$ cat config.mk
export PLATFORM = sky130hd
export DESIGN_NAME = dmem_arbiter
export DESIGN_NICKNAME = d
export VERILOG_FILES = /design/src/rtl/dmem_arbiter.sv
export SDC_FILE = /design/constraint.sdc
export NUM_CORES = 1
export LEC_CHECK = 0
export ABC_AREA = 1
export CORE_ASPECT_RATIO = 0.8
export CORE_UTILIZATION = 38
export DETAILED_ROUTE_END_ITERATION = 7
export HOLD_SLACK_MARGIN = 0.1
export PLACE_DENSITY = 0.8
export SLEW_MARGIN = 20
export SYNTH_ARGS = -nofsm -noshare
export SYNTH_HDL_FRONTEND = slang
export SYNTH_SLANG_ARGS = --single-unit
$ cat constraint.sdc
create_clock -name clk -period 1.6 [get_ports clk]
set_clock_uncertainty 0.2 [all_clocks]
set_input_delay 0.4 -clock clk [delete_from_list [all_inputs] [get_ports clk]]
set_output_delay 0.4 -clock clk [all_outputs]
set_load 0.01 [all_outputs]
$ cat src/rtl/dmem_arbiter.sv
// dmem_arbiter: round-robin arbiter that shares a single-port data memory
// between port 0 (CPU load/store) and port 1 (loader/DMA/debug). Each grant
// captures one command, drives the memory for exactly one cycle, then returns
// a registered ack/err/rdata to the granted port. Misaligned commands are
// granted but never reach the memory. A saturating counter records every
// grant where both ports competed.
module dmem_arbiter #(
  parameter int ADDR_W = 32,
  parameter int DATA_W = 32,
  parameter int CNT_W  = 16
) (
  input  logic              clk,
  input  logic              reset,
  // port 0
  input  logic              m0_req,
  input  logic              m0_we,
  input  logic [ADDR_W-1:0] m0_addr,
  input  logic [DATA_W-1:0] m0_wdata,
  output logic              m0_ack,
  output logic              m0_err,
  output logic [DATA_W-1:0] m0_rdata,
  // port 1
  input  logic              m1_req,
  input  logic              m1_we,
  input  logic [ADDR_W-1:0] m1_addr,
  input  logic [DATA_W-1:0] m1_wdata,
  output logic              m1_ack,
  output logic              m1_err,
  output logic [DATA_W-1:0] m1_rdata,
  // data memory
  output logic              MemWrite,
  output logic              MemRead,
  output logic [ADDR_W-1:0] address,
  output logic [DATA_W-1:0] write_data,
  input  logic [DATA_W-1:0] read_data,
  // performance debug
  output logic [CNT_W-1:0]  conflict_count
);

  typedef enum logic {
    IDLE  = 1'b0,
    SERVE = 1'b1
  } state_e;

  state_e            state_q;
  logic              last_q;       // port granted most recently
  logic              sel_q;        // port being served
  logic              mis_q;        // captured command is misaligned
  logic              m0_ack_q, m0_err_q;
  logic              m1_ack_q, m1_err_q;
  logic [DATA_W-1:0] m0_rdata_q, m1_rdata_q;
  logic              mem_write_q, mem_read_q;
  logic [ADDR_W-1:0] address_q;
  logic [DATA_W-1:0] write_data_q;
  logic [CNT_W-1:0]  cnt_q;

  logic              elig0_d, elig1_d, both_elig_d, gnt_valid_d, gnt_sel_d;
  logic              gnt_we_d, gnt_mis_d;
  logic [ADDR_W-1:0] gnt_addr_d;
  logic [DATA_W-1:0] gnt_wdata_d;

  // Arbitration: a port whose ack is high this cycle is masked so the same
  // command is not served twice; ties go to the port that did not win last.
  always_comb begin
    elig0_d     = m0_req & ~m0_ack_q;
    elig1_d     = m1_req & ~m1_ack_q;
    both_elig_d = elig0_d & elig1_d;
    gnt_valid_d = elig0_d | elig1_d;
    gnt_sel_d   = both_elig_d ? ~last_q : elig1_d;
    gnt_we_d    = gnt_sel_d ? m1_we    : m0_we;
    gnt_addr_d  = gnt_sel_d ? m1_addr  : m0_addr;
    gnt_wdata_d = gnt_sel_d ? m1_wdata : m0_wdata;
    gnt_mis_d   = (gnt_addr_d[1:0] != 2'b00);
  end

  // Grant/serve FSM with registered memory lines and per-port responses.
  always_ff @(posedge clk) begin
    // NOTE: all state here uses non-blocking assignments so every register
    // samples the pre-edge values, independent of statement order.
    if (reset) begin
      state_q      <= IDLE;
      last_q       <= 1'b1;
      sel_q        <= 1'b0;
      mis_q        <= 1'b0;
      m0_ack_q     <= 1'b0;
      m0_err_q     <= 1'b0;
      m0_rdata_q   <= '0;
      m1_ack_q     <= 1'b0;
      m1_err_q     <= 1'b0;
      m1_rdata_q   <= '0;
      mem_write_q  <= 1'b0;
      mem_read_q   <= 1'b0;
      address_q    <= '0;
      write_data_q <= '0;
      cnt_q        <= '0;
    end else begin
      // acks are single-cycle pulses
      m0_ack_q <= 1'b0;
      m1_ack_q <= 1'b0;
      case (state_q)
        IDLE: begin
          if (gnt_valid_d) begin
            sel_q        <= gnt_sel_d;
            last_q       <= gnt_sel_d;
            mis_q        <= gnt_mis_d;
            // a misaligned command never touches the memory
            mem_write_q  <= gnt_we_d & ~gnt_mis_d;
            mem_read_q   <= ~gnt_we_d & ~gnt_mis_d;
            address_q    <= gnt_mis_d ? '0 : gnt_addr_d;
            write_data_q <= gnt_mis_d ? '0 : gnt_wdata_d;
            if (both_elig_d && (cnt_q != '1)) begin
              cnt_q <= cnt_q + 1'b1;
            end
            state_q <= SERVE;
          end
        end
        SERVE: begin
          mem_write_q  <= 1'b0;
          mem_read_q   <= 1'b0;
          address_q    <= '0;
          write_data_q <= '0;
          if (sel_q) begin
            m1_ack_q   <= 1'b1;
            m1_err_q   <= mis_q;
            m1_rdata_q <= mem_read_q ? read_data : '0;
          end else begin
            m0_ack_q   <= 1'b1;
            m0_err_q   <= mis_q;
            m0_rdata_q <= mem_read_q ? read_data : '0;
          end
          state_q <= IDLE;
        end
        default: state_q <= IDLE;
      endcase
    end
  end

  assign m0_ack         = m0_ack_q;
  assign m0_err         = m0_err_q;
  assign m0_rdata       = m0_rdata_q;
  assign m1_ack         = m1_ack_q;
  assign m1_err         = m1_err_q;
  assign m1_rdata       = m1_rdata_q;
  assign MemWrite       = mem_write_q;
  assign MemRead        = mem_read_q;
  assign address        = address_q;
  assign write_data     = write_data_q;
  assign conflict_count = cnt_q;

endmodule

==> summary.txt <==
Layout
  – Footprint of the multi-input gates: 3630 um^2
  – Sequential cell area: ~3200 um^2
  – Fillers: around 1500
  – Share of layout cells above drive strength 1: around a third
  – Nets: 1486
  – Synth-to-Final Area Change: 68.0%
  – Final core utilization: about 66%

Global routing
  – Initial antenna violation count: 1
  – Overall routing resource usage: a little over a quarter
  – Vias in the first global route: about 7600
  – First-pass GRT wire length: ~39000 um
  – GRT overflow: 0
  – Largest net degree at the start of global routing: 74

Floorplan
  – Initial Utilization: between 30% and 40%
  – Core ar.: about 18000 um^2
  – Die X: roughly 150 um
  – Io pins: about 320
  – Die Height: approximately 120 um
  – Die ar.: 18800 um^2
  – Row cnt: 43

Clock network
  – CTS clk-pin slew, worst paths: about 0.07 ns
  – Worst-skew pair later-pin latency: approximately 0.42 ns
  – # H-tree levels: 4
  – Clk Tree Root Cell: clkbuf_16
  – Clk sinks: roughly 150
  – Clock Path Buffers: 2
  – # hold bufs at CTS: 0
  – CTS tree: done
  – Inserted Clock Buffers: 17

Synthesis
  – Net Count, Synth: between 1000 and 1500
  – Flops & latches, synth: 154
  – Seq/Total Area, Yosys: ~45%
  – Ys Warns: 0
  – Most common cell in the netlist: nand2_1
  – Netlist cell types: 28
  – Post-synth top area cell: dfxtp_1
  – Number of flops mapped to enable cells by yosys: 0
  – Synth async-reset ratio: 0%
  – Synth top area share: 44.5%
  – Synth cell count leaders: nand2_1 (287), dfxtp_1 (154), a21oi_1 (137)
  – Top_reg_cell synth: dfxtp_1
  – Synthesized cell area: between 6000 and 7000 um^2
  – Synth area leaders: dfxtp_1 (45%), nand2_1 (16%), a21oi_1 (9.9%)
  – Avg Cell Area, Syn: approximately 7 um^2
  – Post-synthesis cell count: about 960

Timing
  – Post-route clock period utilization: 104%
  – Min Tclk post-route: between 1.5 and 2 ns
  – Fin. Hold Viols: 0
  – RSZ-0062 raised after global routing: yes
  – Final worst slack: -0.0629 ns
  – Actual slew at the worst max-slew pin: around 0.37 ns
  – Slew HR: between 70% and 80%
  – Max-slew violations: 0
  – Final setup fails: 42
  – F_max: 601 MHz

Power
  – Power Dens Cells: about 890 nW/um^2
  – Max VDD drop: 0.000688 V
  – Static leakage: between 5 and 6 nW

Worst setup path
  – Worst-case reg-to-reg path depth: 9
  – CP top delay family: buffers and inverters
  – Critical path required time: 1.74 ns
  – Critical Path Slowest Stage Cell: dfxtp_2
  – Type of the worst setup path: reg -> reg
  – Worst setup SP type: register
  – Worst reg2reg path endpoint: address[17]
  – Critical Path, Cell by Cell: nor2_4 -> buf_4 -> inv_4 -> nand2_4 -> nor2_4 -> buf_4 -> clkbuf_16 -> nand2_1 -> a21oi_1
  – CP arrival: 1.80 ns
  – Crit. End Element: register
  – Worst path bufs/invs: 4
  – Crit path max fanout: 17
  – Reg2Reg Launch Point: m0_ack
  – CP max stage delay: approximately 0.35 ns
  – R2r setup slk: -0.06 ns

Detailed routing
  – Routed Antenna Nets: 0
  – Residual DRC count: 0
  – Total wire length: between 20000 and 30000 um
  – Wire per inst: 18.0 um
  – Average vias per placed instance: roughly 5.3
  – Total number of vias: 8208
  – Initial DRC Count: around 700
  – Drt pass-1 iters: 5

Hold path
  – Worst Hold Endpoint: address[1]
  – Hold Startpoint: address[1]
  – Worst hold stages: 2
  – Min-delay worst type: reg -> reg

Place
  – Buffers on Ports: about 320
  – Post-DP HPWL: about 16000 um
  – GP Congestion: slightly below 0.9
  – Dpl ws: -0.683 ns

Flow run
  – Max-cap violations: 0

Outcome
  – Failing checks: negative setup slack
  – Outcome: finished with violations
==> worst max-delay path by stage <==
stage                          to               from  slack (ns)  depth (start not counted)
2_1_floorplan   conflict_count[4]  conflict_count[0]       0.009                          7
3_3_place_gp          address[27]             m0_req       -0.70                         10
3_5_place_dp          address[27]             m0_req       -0.68                         10
4_1_cts               address[17]             m0_ack       -0.03                         10
5_1_grt        conflict_count[11]             m1_ack       -0.13                          9
6_report              address[17]             m0_ack       -0.06                          9
==> layout make-up <==
| class | instances | area share (%) |
|---|---|---|
| clock buffers | 17 | 3.66 |
| multi-input cells | 704 | 31.2 |
| diodes | 1 | 0.0215 |
| well taps | 225 | 2.42 |
| repair buffers | 416 | 33.1 |
| flip-flops and latches | 154 | 27.1 |
| clock inverters | 15 | 1.52 |
| inverters | 26 | 0.968 |
==> per-stage QoR <==
step,power [mW],instance area [um^2],TNS [ns],hold slack [ns],std cells
6_report,10.3,11600,-0.807,0.245,1558
5_1_grt,10.7,11600,-5.30,0.278,1558
4_1_cts,10.1,11300,-0.0474,0.253,1535
3_5_place_dp,6.03,10500,-50.73,0.244,1475
3_3_place_gp,6.01,10500,-51.08,0.240,1475
2_1_floorplan,5.04,6930,0,0.253,962
==> state kept, by name, summed over array words and instances, names as in the netlist, 16 cells and up <==
register / cells
address: 32
conflict_count: 16
m0_rdata: 32
m1_rdata: 32
write_data: 32
==> placed cells by master (no fill, tap or decap), drive strengths merged <==
| cell | count |
|---|---|
| a21oi | 140 |
| nand4 | 6 |
| ha | 1 |
| xnor2 | 1 |
| nor2 | 45 |
| clkbuf | 35 |
| nand3b | 2 |
| clkinvlp | 2 |
| dlymetal6s2s | 1 |
| buf | 229 |
| nand2 | 294 |
| nand3 | 143 |
| dlygate4sd2 | 1 |
| xor2 | 2 |
| inv | 31 |
| clkinv | 8 |
| clkdlybuf4s50 | 161 |
| dfxtp | 154 |
| diode | 1 |
| o21ai | 70 |
| clkdlybuf4s15 | 6 |
==> worst reg2reg max path, stage by stage (launching register included) <==
cell and delay [ns]:
dfxtp_2 0.35, nor2_4 0.05, buf_4 0.13, inv_4 0.07, nand2_4 0.07, nor2_4 0.17
buf_4 0.15, clkbuf_16 0.17, nand2_1 0.06, a21oi_1 0.16
==> what timing repair did <==
item | 4_1_cts | 5_1_grt
pin swaps | 7 | 23
gates cloned | 7 | 13
gates resized for setup | 603 | 167
setup buffers | 21 | 10
endpoints found under the setup margin | 235 | 154
==> cells by family after synthesis <==
logic type,after synthesis,synth area share (%)
AOI/OAI and AO/OA,210,15.3
xor gates and xnor gates,3,0.379
adders and majority gates,1,0.181
buffers and inverters,104,8.00
and+or+nand+nor,490,31.6
DFF,154,44.5
==> routing by layer <==
layer / part of all wire, % / vias up / track usage, %
li1: - / 3922 / -
met1: 40 / 3811 / 32.1
met2: 48 / 427 / 45.5
met3: 9.7 / 48 / 7.84
met4: 2.4 / 0 / 8.84
met5: 0 / - / 0
==> power breakdown <==
group	switching, mW	leakage [nW]	internal (mW)
Clock	1.90	0.286	2.11
Combinational	1.13	3.54	1.10
Sequential	0.0929	1.28	4.01
(Power assumes the default switching activity.)
